===== src/rtl/mitchell_dot_acc.sv =====
// mitchell_dot_acc: streaming dot-product accumulator for the Mitchell log
// multiplier. It sums VEC_LEN signed 17-bit products into one ACC_W-bit result
// and holds that result in a one-entry valid/ready output slot. The next
// vector accumulates while the previous result waits in the slot.
module mitchell_dot_acc #(
  parameter int VEC_LEN = 8,
  parameter int ACC_W   = 20
) (
  input  logic             clk,
  input  logic             rst_n,
  input  logic             clr,
  input  logic             in_valid,
  output logic             in_ready,
  input  logic [16:0]      in_p,
  output logic             out_valid,
  input  logic             out_ready,
  output logic [ACC_W-1:0] out_sum,
  output logic             busy
);

  // A one-product vector still needs a 1-bit counter so the types stay legal.
  localparam int CNT_W = (VEC_LEN > 1) ? $clog2(VEC_LEN) : 1;
  localparam logic [CNT_W-1:0] LAST = CNT_W'(VEC_LEN - 1);

  logic [ACC_W-1:0] acc;
  logic [CNT_W-1:0] cnt;
  logic [ACC_W-1:0] p_ext;
  logic [ACC_W-1:0] sum;
  logic             is_last;
  logic             accept;
  logic             xfer;

  // Sign-extend the product, then form the running sum. The sum wraps
  // modulo 2^ACC_W, with no saturation.
  always_comb begin
    p_ext   = ACC_W'($signed(in_p));
    sum     = acc + p_ext;
    is_last = (cnt == LAST);
    // Only a last product can stall, and only while the slot is full and not
    // draining. This is the block's sole combinational path (out_ready -> in_ready).
    in_ready = !(is_last && out_valid && !out_ready);
    // clr drops the product offered in the same cycle.
    accept   = in_valid && in_ready && !clr;
    xfer     = out_valid && out_ready;
    busy     = (cnt != '0);
  end

  // Partial accumulation: clr aborts it, and a last product restarts it.
  always_ff @(posedge clk or negedge rst_n) begin
    if (!rst_n) begin
      acc <= '0;
      cnt <= '0;
    end else if (clr) begin
      acc <= '0;
      cnt <= '0;
    end else if (accept) begin
      if (is_last) begin
        acc <= '0;
        cnt <= '0;
      end else begin
        acc <= sum;
        cnt <= cnt + CNT_W'(1);
      end
    end
  end

  // Result slot. A new result may overwrite the slot in the same cycle that
  // the old one drains. clr leaves the slot unchanged.
  always_ff @(posedge clk or negedge rst_n) begin
    if (!rst_n) begin
      out_sum   <= '0;
      out_valid <= 1'b0;
    end else if (accept && is_last) begin
      out_sum   <= sum;
      out_valid <= 1'b1;
    end else if (xfer) begin
      out_valid <= 1'b0;
    end
  end

endmodule

===== config.mk =====
export PLATFORM = sky130hd
export DESIGN_NAME = mitchell_dot_acc
export DESIGN_NICKNAME = d
export VERILOG_FILES = /design/src/rtl/mitchell_dot_acc.sv
export SDC_FILE = /design/constraint.sdc
export NUM_CORES = 1
export LEC_CHECK = 0
export CORE_MARGIN = 10
export CORE_UTILIZATION = 49
export DETAILED_ROUTE_END_ITERATION = 10
export GPL_ROUTABILITY_DRIVEN = 0
export PLACE_DENSITY = 0.77
export SYNTH_ARGS = -nofsm -noshare
export SYNTH_HDL_FRONTEND = slang
export SYNTH_SLANG_ARGS = --single-unit

===== constraint.sdc =====
create_clock -name clk -period 2.3 [get_ports clk]
set_input_delay 0.575 -clock clk [delete_from_list [all_inputs] [get_ports clk]]
set_output_delay 0.575 -clock clk [all_outputs]
set_load 0.02 [all_outputs]

==> metrics.md <==
| Metric | Value |
|---|---|
| Crit-path leading delay family | `adder cells` |
| Total CTS buffers | `5` |
| Worst-skew pair later-pin latency | `310 ps` |
| Largest net degree at the start of global routing | `34` |
| Pre-antenna DRT Iters | `4` |
| Leak Pwr | `2.01 nW` |
| Synth Cell Area | `2770 um2` |
| Flops & latches, synth | `44` |
| Die Height | `95.2 um` |
| Final hold violation count | `0` |
| MaxCap Viol Count | `0` |
| Fin. max-slew vios | `0` |
| Async SR Flop Fraction | `100%` |
| Failing checks | `negative setup slack` |
| Maximum clock insertion buffer count | `2` |
| Via count | `2,820` |
| Core area | `5510 um2` |
| Startpoint types | `register` |
| Sw power | `0.00104 W` |
| Post-Place Worst Slack | `-777 ps` |
| Tmin final | `2550 ps` |
| Ys flop type | `dfrtp_1` |
| Final worst-path cycle share | `111%` |
| Die area | `9050 um2` |
| Power Dens Cells | `662 nW/um2` |
| Maximum vdd drop | `0.391 mV` |
| Grt ovf | `0` |
| Hold Buf Count CTS | `0` |
| Worst setup EP type | `register` |
| I/O pin count | `45` |
| Crit path from | `acc[0]$_DFFE_PN0P_` |
| DRC Markers | `0` |
| Drt total wl | `9630 um` |
| CTS clk-pin slew, worst paths | `90 ps` |
| Dominant cell type by area after synthesis | `dfrtp_1` |
| Slew headroom | `48.5%` |
| Syn Area/Cell | `10.1 um2` |
| CP required | `2500 ps` |
| Dpl cells | `447` |
| Unrepaired setup endpoints after global routing | `true` |
| Ys Warns | `0` |
| Standard-cell row count | `27` |
| Endpoints failing setup | `16` |
| Critical Path AT | `2750 ps` |
| Width of the die | `95.2 um` |
| Buf/Inv on CP | `2` |
| H-tree Lvls | `2` |
| Vias per std cell | `6.01` |
| First-pass GRT wire length | `14,000 um` |
| Sw frac | `35.4%` |
| Peak Freq | `0.392 GHz` |
| Netlist cell types | `50` |
| Vias in the first global route | `2,951` |
| Average routed wire per standard cell | `20.5 um` |
| Layout area overhead | `60.3%` |
| DP Wirelength | `5600 um` |
| I/O Buffers | `44` |
| Routed Antenna Nets | `0` |
| Top-count cell post-synth | `dfrtp_1` |
| Post-synth EDFFs | `0` |
| Post-route setup slack | `-253 ps` |
| Initial Util | `50.3%` |
| Critical path's slowest cell | `fa_2` |
| Post-synthesis sequential area ratio | `39.8%` |
| Power share of the clock group | `20.7%` |
| Fin area | `4440 um2` |
| Clock skew | `11.7 ps` |
| Top-area cell type share of the netlist area | `39.8%` |
| Actual slew at the worst max-slew pin | `773 ps` |
| Final net count | `441` |
| Post-synth top cells | `44 x dfrtp_1, 24 x nand2_1, 23 x a21oi_1` |
| Initial DRC count | `231` |
| HP Class | `in2async` |
| GRT Overall Usage | `19.2%` |
| P_int | `0.00190 W` |
| Share of cells above drive strength 1 | `44.6%` |
| Final cell count without fillers | `469` |
| Critical path, cell by cell | `ha_4 > inv_2 > fa_2 > nor2b_4 > o211ai_1 > a21boi_2 > buf_4 > o211ai_1 > nand3_1 > xor2_1 > mux2_2` |
| Worst r2r src | `acc[0]$_DFFE_PN0P_` |
| Setup CP Type | `reg2reg` |
| Comb power frac | `48.6%` |
| Clk root buf | `clkbuf_8` |
| Sequential power share | `30.6%` |
| Max stage delay on crit path | `450 ps` |
| Synthesized Nets | `320` |
| Main area contributors after synthesis | `dfrtp_1 40%, ha_1 9.9%, mux2_2 6.5%, a22o_1 5.4%, a21oi_1 4.2%` |
| TritonCTS clock tree | `done` |
| Post-layout util | `80.5%` |
| Cell mode on critical path | `o211ai_1` |
| Run status | `complete, but fails checks` |
| Diode count | `0` |
| Placed instance area | `3830 um2` |
| Post-Synthesis Cells | `275` |
| CP Max Fanout | `3` |
| Sink Count | `44` |
| Initial antenna violation count | `0` |
[per-stage QoR]
| step | hold WS, ps | power (W) | setup TNS, ps |
|---|---|---|---|
| 4_1_cts | 367 | 0.00271 | -145 |
| 6_report | 332 | 0.00294 | -2280 |
| 3_5_place_dp | 482 | 0.00195 | -17080 |
| 5_1_grt | 388 | 0.00307 | -3640 |
| 2_1_floorplan | 279 | 0.00150 | -128 |
| 3_3_place_gp | 462 | 0.00192 | -14490 |
[power groups by stage]
| stage | Sequential (W) | Clock, W | Combinational [W] |
|---|---|---|---|
| 2_1_floorplan | 0.000880 | 0 | 0.000623 |
| 6_report | 0.000900 | 0.000608 | 0.00143 |
| 3_5_place_dp | 0.000893 | 0 | 0.00105 |
| 3_3_place_gp | 0.000891 | 0 | 0.00103 |
| 4_1_cts | 0.000896 | 0.000608 | 0.00121 |
| 5_1_grt | 0.000906 | 0.000644 | 0.00152 |
[worst register-to-register path, cell delays in order (launching register included)]
cell and delay (ps):
dfrtp_1 400, ha_4 150, inv_2 40, fa_2 450
nor2b_4 170, o211ai_1 150, a21boi_2 310, buf_4 180
o211ai_1 110, nand3_1 130, xor2_1 90, mux2_2 260
[sequential cells by signal, summed over array words and instances (netlist names)]
register,flops
acc,20
out_sum,20
out_valid,1
cnt,3
[timing repair]
item	in CTS	in global routing
pin swaps	31	36
gates resized for setup	71	39
setup buffers	11	7
endpoints found under the setup margin	27	24
[final timing paths]
kind	end	slack [ps]	cells after the start
hold / removal	out_sum[4]$_DFFE_PN0P_	330	1
setup / recovery	out_sum[18]$_DFFE_PN0P_	-250	11
hold reg to reg	out_sum[9]$_DFFE_PN0P_	510	1
setup reg to reg	out_sum[18]$_DFFE_PN0P_	-250	11
min in group clk	out_sum[9]$_DFFE_PN0P_	510	1
max in group asynchronous	acc[12]$_DFFE_PN0P_	1350	2
[layout make-up]
| cell class | count | area [um2] |
|---|---|---|
| fill | 314 | 1070 |
| clock inverter | 2 | 35.0 |
| sequential | 44 | 1100 |
| timing repair buffer | 126 | 1040 |
| clock buffer | 6 | 72.6 |
| inverter | 10 | 37.5 |
| tap | 72 | 90.1 |
| multi-input combinational | 209 | 2060 |
[metal layers]
| metal | global-route usage [%] | vias up | wire (um) |
|---|---|---|---|
| li1 | - | 1250 | - |
| met3 | 4.40 | 50 | 763 |
| met5 | 0 | - | 0 |
| met2 | 34.8 | 143 | 4860 |
| met1 | 21.0 | 1377 | 3590 |
| met4 | 8.10 | 0 | 414 |
[kinds of logic after synthesis]
logic type / count (synthesis) / share of synthesized area (%)
XOR/XNOR: 19 / 6.01
AND/OR/NAND/NOR: 66 / 12.5
AO/OA/AOI/OAI: 85 / 21.4
flip-flops: 44 / 39.8
multiplexers: 16 / 6.51
adder cells (fa/ha/maj): 23 / 10.7
buffers and inverters: 22 / 3.16
[cells in the final DEF (no fill, tap or decap), types with 4 or more instances in the layout]
master	Yosys	routed
nor2_1	12	9
o21ai_0	16	7
o21bai_1	4	4
ha_1	22	4
nand2_1	24	21
nand3_1	9	8
a21oi_2	0	7
inv_1	10	8
clkbuf_8	0	5
buf_2	2	4
ha_4	0	17
dfrtp_1	44	44
buf_4	0	75
xor2_1	10	9
o21ai_1	1	4
xnor2_1	9	5
mux2_2	16	14
a22o_1	17	17
o21ai_2	0	5
buf_6	0	6
dlygate4sd2_1	0	11
clkdlybuf4s50_1	0	25
a21oi_1	23	13
(Power assumes the default switching activity.)
